`src/rtl/mem_bus_pkg.sv`:
```
// mem_bus_pkg: shared constants and address decode for the mem_bus slice.
//   - MMIO register addresses (base 0xF0; everything below it is RAM)
//   - STATUS and TIMER_CTRL bit positions
//   - sel_t / decode(): maps a byte address to the target it selects
package mem_bus_pkg;

  localparam logic [7:0] MMIO_BASE      = 8'hF0;
  localparam logic [7:0] ADR_OUT_DATA   = 8'hF0;
  localparam logic [7:0] ADR_STATUS     = 8'hF1;
  localparam logic [7:0] ADR_TIMER_LO   = 8'hF2;
  localparam logic [7:0] ADR_TIMER_HI   = 8'hF3;
  localparam logic [7:0] ADR_TIMER_CTRL = 8'hF4;

  // STATUS register layout
  localparam int unsigned ST_FULL     = 0;
  localparam int unsigned ST_EMPTY    = 1;
  localparam int unsigned ST_COUNT_LO = 2;
  localparam int unsigned ST_COUNT_HI = 4;
  localparam int unsigned ST_OVERFLOW = 7;

  // TIMER_CTRL register layout
  localparam int unsigned CTRL_EN  = 0;
  localparam int unsigned CTRL_CLR = 1;

  typedef enum logic [2:0] {
    SEL_RAM,
    SEL_OUT_DATA,
    SEL_STATUS,
    SEL_TIMER_LO,
    SEL_TIMER_HI,
    SEL_TIMER_CTRL,
    SEL_NONE
  } sel_t;

  function automatic sel_t decode(input logic [7:0] a);
    sel_t s;
    if (a < MMIO_BASE) begin
      s = SEL_RAM;
    end else begin
      case (a)
        ADR_OUT_DATA:   s = SEL_OUT_DATA;
        ADR_STATUS:     s = SEL_STATUS;
        ADR_TIMER_LO:   s = SEL_TIMER_LO;
        ADR_TIMER_HI:   s = SEL_TIMER_HI;
        ADR_TIMER_CTRL: s = SEL_TIMER_CTRL;
        default:        s = SEL_NONE;
      endcase
    end
    return s;
  endfunction

endpackage

```
`src/rtl/mem_bus_out_fifo.sv`:
```
// out_fifo: small circular output FIFO feeding a valid/ready consumer.
//   clk, rst        : clock, asynchronous active-low reset
//   push, push_data : enqueue request and byte
//   pop             : consumer ready; only acts when the FIFO is non-empty
//   head            : oldest entry (0 while empty)
//   count           : number of stored entries, 0..FIFO_DEPTH
//   full, empty     : occupancy flags
//   overflow_pulse  : one-cycle flag for a push dropped because the FIFO is full
// FIFO_DEPTH must be a power of two (2..8) so the pointers wrap naturally.
module out_fifo #(
  parameter  int unsigned WIDTH      = 8,
  parameter  int unsigned FIFO_DEPTH = 4,
  localparam int unsigned PW         = $clog2(FIFO_DEPTH),
  localparam int unsigned CW         = PW + 1
) (
  input  logic             clk,
  input  logic             rst,
  input  logic             push,
  input  logic [WIDTH-1:0] push_data,
  input  logic             pop,
  output logic [WIDTH-1:0] head,
  output logic [CW-1:0]    count,
  output logic             full,
  output logic             empty,
  output logic             overflow_pulse
);

  logic [WIDTH-1:0] mem [FIFO_DEPTH];
  logic [PW-1:0]    rd_ptr;
  logic [PW-1:0]    wr_ptr;
  logic [CW-1:0]    cnt;
  logic             do_pop;
  logic             do_push;

  assign empty  = (cnt == '0);
  assign full   = (cnt == CW'(FIFO_DEPTH));
  assign do_pop = pop && !empty;
  // A pop in the same cycle frees the slot, so a push into a full FIFO is
  // still accepted; the write lands on the slot being vacated.
  assign do_push        = push && (!full || do_pop);
  assign overflow_pulse = push && full && !do_pop;

  // Storage is not reset, so gate the head to read zero while empty.
  assign head  = empty ? '0 : mem[rd_ptr];
  assign count = cnt;

  always_ff @(posedge clk or negedge rst) begin
    if (!rst) begin
      rd_ptr <= '0;
      wr_ptr <= '0;
      cnt    <= '0;
    end else begin
      if (do_push) wr_ptr <= wr_ptr + PW'(1);
      if (do_pop)  rd_ptr <= rd_ptr + PW'(1);
      case ({do_push, do_pop})
        2'b10:   cnt <= cnt + CW'(1);
        2'b01:   cnt <= cnt - CW'(1);
        default: cnt <= cnt;
      endcase
    end
  end

  always_ff @(posedge clk) begin
    if (do_push) mem[wr_ptr] <= push_data;
  end

endmodule

```
`src/rtl/mem_bus.sv`:
```
// mem_bus: RAM + MMIO subsystem behind the 8-bit multicycle MIPS core.
//   clk       : clock, all state updates on posedge
//   rst       : asynchronous active-low reset (RAM contents are kept)
//   adr       : byte address from the core
//   writedata : store data from the core
//   memread   : read strobe; only qualifies the TIMER_LO snapshot side effect
//   memwrite  : write strobe; writes commit at posedge
//   memdata   : combinational read data for adr
//   tx_data   : output FIFO head byte
//   tx_valid  : output FIFO non-empty
//   tx_ready  : consumer takes the head this cycle
// Map: 0x00-0xEF RAM, 0xF0 OUT_DATA, 0xF1 STATUS, 0xF2 TIMER_LO,
//      0xF3 TIMER_HI (snapshot), 0xF4 TIMER_CTRL, 0xF5-0xFF reserved (read 0).
module mem_bus
  import mem_bus_pkg::*;
#(
  parameter int unsigned WIDTH      = 8,
  parameter int unsigned FIFO_DEPTH = 4,
  parameter int unsigned TIMER_BITS = 16
) (
  input  logic             clk,
  input  logic             rst,
  input  logic [WIDTH-1:0] adr,
  input  logic [WIDTH-1:0] writedata,
  input  logic             memread,
  input  logic             memwrite,
  output logic [WIDTH-1:0] memdata,
  output logic [WIDTH-1:0] tx_data,
  output logic             tx_valid,
  input  logic             tx_ready
);

  localparam int unsigned RAM_BYTES = 240;
  localparam int unsigned CW        = $clog2(FIFO_DEPTH) + 1;

  logic [WIDTH-1:0]      ram [RAM_BYTES];
  logic [TIMER_BITS-1:0] timer;
  logic [TIMER_BITS-9:0] snapshot;
  logic                  enable;
  logic                  overflow;

  sel_t                  sel;
  logic                  wr_ram;
  logic                  wr_out;
  logic                  wr_status;
  logic                  wr_ctrl;

  logic [CW-1:0]         fifo_count;
  logic                  fifo_full;
  logic                  fifo_empty;
  logic                  fifo_ovf;

  assign sel       = decode(8'(adr));
  assign wr_ram    = memwrite && (sel == SEL_RAM);
  assign wr_out    = memwrite && (sel == SEL_OUT_DATA);
  assign wr_status = memwrite && (sel == SEL_STATUS);
  assign wr_ctrl   = memwrite && (sel == SEL_TIMER_CTRL);

  out_fifo #(
    .WIDTH      (WIDTH),
    .FIFO_DEPTH (FIFO_DEPTH)
  ) u_fifo (
    .clk            (clk),
    .rst            (rst),
    .push           (wr_out),
    .push_data      (writedata),
    .pop            (tx_ready),
    .head           (tx_data),
    .count          (fifo_count),
    .full           (fifo_full),
    .empty          (fifo_empty),
    .overflow_pulse (fifo_ovf)
  );

  assign tx_valid = !fifo_empty;

  // RAM: no reset, write at posedge.
  always_ff @(posedge clk) begin
    if (wr_ram) ram[adr] <= writedata;
  end

  // Timer: clear beats increment; enable is taken from the same write, so
  // enable+clear yields 0 at this edge and counting from the next one.
  always_ff @(posedge clk or negedge rst) begin
    if (!rst) begin
      timer  <= '0;
      enable <= 1'b0;
    end else begin
      if (wr_ctrl) enable <= writedata[CTRL_EN];
      if (wr_ctrl && writedata[CTRL_CLR]) timer <= '0;
      else if (enable)                    timer <= timer + TIMER_BITS'(1);
    end
  end

  // Reading TIMER_LO latches the high byte so a following TIMER_HI read
  // pairs with the low byte just seen.
  always_ff @(posedge clk or negedge rst) begin
    if (!rst) begin
      snapshot <= '0;
    end else if (memread && (sel == SEL_TIMER_LO)) begin
      snapshot <= timer[TIMER_BITS-1:8];
    end
  end

  // Sticky overflow; any STATUS write clears it.
  always_ff @(posedge clk or negedge rst) begin
    if (!rst) begin
      overflow <= 1'b0;
    end else if (fifo_ovf) begin
      overflow <= 1'b1;
    end else if (wr_status) begin
      overflow <= 1'b0;
    end
  end

  // Combinational read mux: pre-write values are visible during a write cycle.
  always_comb begin
    memdata = '0;
    case (sel)
      SEL_RAM:        memdata = ram[adr];
      SEL_STATUS: begin
        memdata[ST_FULL]                   = fifo_full;
        memdata[ST_EMPTY]                  = fifo_empty;
        memdata[ST_COUNT_HI:ST_COUNT_LO]   = 3'(fifo_count);
        memdata[ST_OVERFLOW]               = overflow;
      end
      SEL_TIMER_LO:   memdata = WIDTH'(timer[7:0]);
      SEL_TIMER_HI:   memdata = WIDTH'(snapshot);
      SEL_TIMER_CTRL: memdata[CTRL_EN] = enable;
      default:        memdata = '0;
    endcase
  end

endmodule

```
`config.mk`:
```
export PLATFORM = sky130hd
export DESIGN_NAME = mem_bus
export DESIGN_NICKNAME = d
export VERILOG_FILES = /design/src/rtl/mem_bus_pkg.sv /design/src/rtl/mem_bus_out_fifo.sv /design/src/rtl/mem_bus.sv
export SDC_FILE = /design/constraint.sdc
export NUM_CORES = 2
export LEC_CHECK = 0
export ABC_AREA = 0
export BUFFER_PORTS_ARGS = -buffer_cell sky130_fd_sc_hd__buf_4
export CAP_MARGIN = 20
export CORE_MARGIN = 8
export CORE_UTILIZATION = 30
export DETAILED_ROUTE_END_ITERATION = 10
export PLACE_DENSITY = 0.53
export REMOVE_ABC_BUFFERS = 1
export SYNTH_ARGS = -nofsm -noshare
export SYNTH_HDL_FRONTEND = slang
export SYNTH_SLANG_ARGS = --single-unit
```
`constraint.sdc`:
```
create_clock -name clk -period 4.95 [get_ports clk]
set_clock_uncertainty 0.15 [all_clocks]
set_input_delay 0.99 -clock clk [delete_from_list [all_inputs] [get_ports clk]]
set_output_delay 0.99 -clock clk [all_outputs]
set_load 0.05 [all_outputs]
```
==> flow_summary.toml <==
[run_status]
status = "finished, violations left"
violations = "setup timing"

[yosys]
synth_top_flop_cell = "edfxtp_1"
postSynthCellCount = 3818
synth-edff-count = 1952
ys_top_cells_by_count = "1952 x edfxtp_1, 442 x mux4_2, 323 x nor2_1"
synthTopCellsByArea = "edfxtp_1 75%, mux4_2 13%, nor2_1 1.5%"
synth_fa_ha_area_share_pct = 0.122
synth_compound_area_share_pct = 2.62
async_flop_share_pct = 1.66
ys_seq_area_share_pct = 76.0
ys_ff_latch = 1985
synth_most_common_cell = "edfxtp_1"
ys_types = 73
synth_top_family_by_area = "multiplexers"
netlist.area_leader.share_pct = 74.9
synth_top_area_cell = "edfxtp_1"
syn_avg_cell_area_sq_um = 20.5
yosys.area_share.xor_xnor_pct = 0.235
ys_warn_count = 0
synth_area_sq_um = 78200
muxShareOfSynthArea_pct = 15.1
synth-simple-area-share_pct = 3.82

[timing]
setup_viol = 6
period_minus_slack_ns = 5.06
fin_crit_sh_pct = 102
grt_setup_unrepaired = "true"
tightest_slew_ns = 1.12
slew_viol_final = 0
final.setup.tns_ns = -0.253
max-slew-margin-rel_pct = 25.1
hold_viol_final = 0
setup_slack_ns = -0.107
clock.fmax_mhz = 198

[pwr]
finalPower_mw = 36.9
p_sw_share_pct = 23.3
clkPwrFrac_pct = 41.3
total_leakage_power_nw = 31.0
ir_drop_v = 0.000367
combPwrFrac_pct = 7.9
power_frac_seq_pct = 50.8
powerDensity_nw_per_um2 = 386
p_switching_mw = 8.60
p_int_mw = 28.3

[grt]
grt_pass1_wl_um = 346000
antenna_found_initial = 15
grt_usage_pct = 17.5
grt_max_degree = 119
first_global_vias = 42846
overflow = 0

[die]
core-area_sq_um = 259000
boundaryPins = 38
initial_core_util_pct = 30.2
die_w_um = 527
rows = 187
die_h_um = 527
die-area_sq_um = 277000

[detailed_routing]
drt-pass1-iter-count = 6
wl_um = 250000
routed_via_density = 5.22
vias = 42756
drtIter0Drc = 5448
routedWlPerCell_um = 30.5
drc = 0
ant_nets = 0

[placement]
hpwl_um = 169000
io_buffers = 37
dp_slack_ns = -0.719
gp_congestion = 0.953

[clocking]
clk_pin_slew_ns = 0.06
clkLatencyLatePin_ns = 0.85
cts_tree = "done"
clock_path_buffers = 3
cts.sinks = 1985
cts_made_buffers = 207
root_buffer = "clkbuf_16"
htreeDepth = 4

[worst_hold_path]
hold_path.class = "reg -> reg"

[critical_path]
cp_data_arrival_time_ns = 3.92
worstSetupStartpointType = "input pin"
endpoint_kind = "output port"
crit_fanout = 16
required_ns = 3.81
criticalPathCategory = "in -> out"

[finish]
drive_above_1_share_pct = 34.9
fill_cells = 23771
area_growth_pct = 22.1
layout.nets = 4640

[run]
maxCapViolCount = 0
-- cells by family after synthesis --
kind of cell    Yosys count
flops                  1985
compound gates          289
fa+ha+maj                 7
buf+inv                 254
simple gates            662
mux                     600
xor+xnor                 21
-- sequential cells by signal, indices dropped and copies added (netlist names) --
signal	count
enable	1
overflow	1
ram	1920
snapshot	8
timer	16
u_fifo.count	3
u_fifo.mem	32
u_fifo.rd_ptr	2
u_fifo.wr_ptr	2
-- routing by layer --
metal | GRT usage (%) | share of wire, %
met1 | 24.1 | 42
met2 | 27.2 | 46
met3 | 3.92 | 8.5
met4 | 6.34 | 4.0
met5 | 0 | 0
-- power groups by stage --
stage	Clock [mW]	Sequential (mW)	Combinational (mW)
after detailed placement	0	19.1	2.78
after CTS	15.5	18.7	2.90
final	15.2	18.7	2.91
after global placement	0	19.1	2.75
after floorplan	0	19.0	1.10
after global routing	16.1	18.7	3.03
-- cell usage in the layout, fill, tap and decap left out, drive strengths merged, types with 8 or more instances in the layout --
cell type / n
nand4: 20
diode: 10
o21ai: 50
edfxtp: 1952
a21oi: 31
o211ai: 9
mux4: 455
xor2: 14
clkbuf: 252
and2: 24
a211oi: 25
inv: 21
mux2i: 117
a31oi: 15
a2111oi: 9
o22ai: 38
clkinv: 107
buf: 814
nand3: 26
o2111ai: 11
nor3: 63
a221oi: 8
o221ai: 11
a22oi: 37
or3: 9
nor2b: 20
mux2: 28
bufinv: 16
or4: 9
nand2: 120
dfrtp: 33
nand2b: 11
nor2: 323
-- area by class of cell --
type                       instances  area [sq um]  area share [%]
clock inverter                   135          1320            1.38
multi-input combinational       1579         17500            18.3
clock buffer                     244          5320            5.57
timing repair buffer             826          7610            7.96
antenna                           10          25.0          0.0262
sequential                      1985         59400            62.2
tap                             3402          4260            4.46
inverter                          13          51.3          0.0537
-- worst max-delay path, cell delays in order --
cell,delay (ns)
buf_12,0.14
buf_12,0.18
buf_4,0.16
nor2b_2,0.39
buf_12,0.28
a22oi_1,0.15
o2111ai_1,0.28
nand4_1,0.16
or4_4,0.58
a2111oi_4,0.20
a32oi_1,0.15
buf_6,0.18
-- metrics by stage --
stage               utilization [%]  cell area, sq um  cells  hold WS [ns]
floorplan                         -             76600   3577         0.327
global placement               33.8             87800   7768         0.350
detailed placement             33.8             87800   7770         0.350
CTS                            36.7             95300   8179         0.323
global route                   36.8             95500   8189         0.349
finish                         36.8             95500   8194         0.367
-- path summary, 6_finish.rpt --
kind	to	startpoint	slack [ns]	cells after the start
setup / recovery	memdata[0]	adr[1]	-0.11	12
hold / removal	snapshot[7]	snapshot[7]	0.37	1
setup reg to reg	u_fifo.count[2]	u_fifo.count[0]	2.42	9
hold reg to reg	snapshot[7]	snapshot[7]	0.37	1
max in group asynchronous	timer[13]	rst	3.88	2
min in group asynchronous	snapshot[6]	rst	0.47	2
-- timing repair --
action                                  CTS  global route
endpoints found under the setup margin    8             8
setup buffers                            23             6
cloned                                    8             0
gates resized for setup                  99            35
hold buffers                              1             0
pin swaps                                26            12
endpoints found under the hold margin    33             0
No activity file was read; power rests on OpenSTA's default activity.
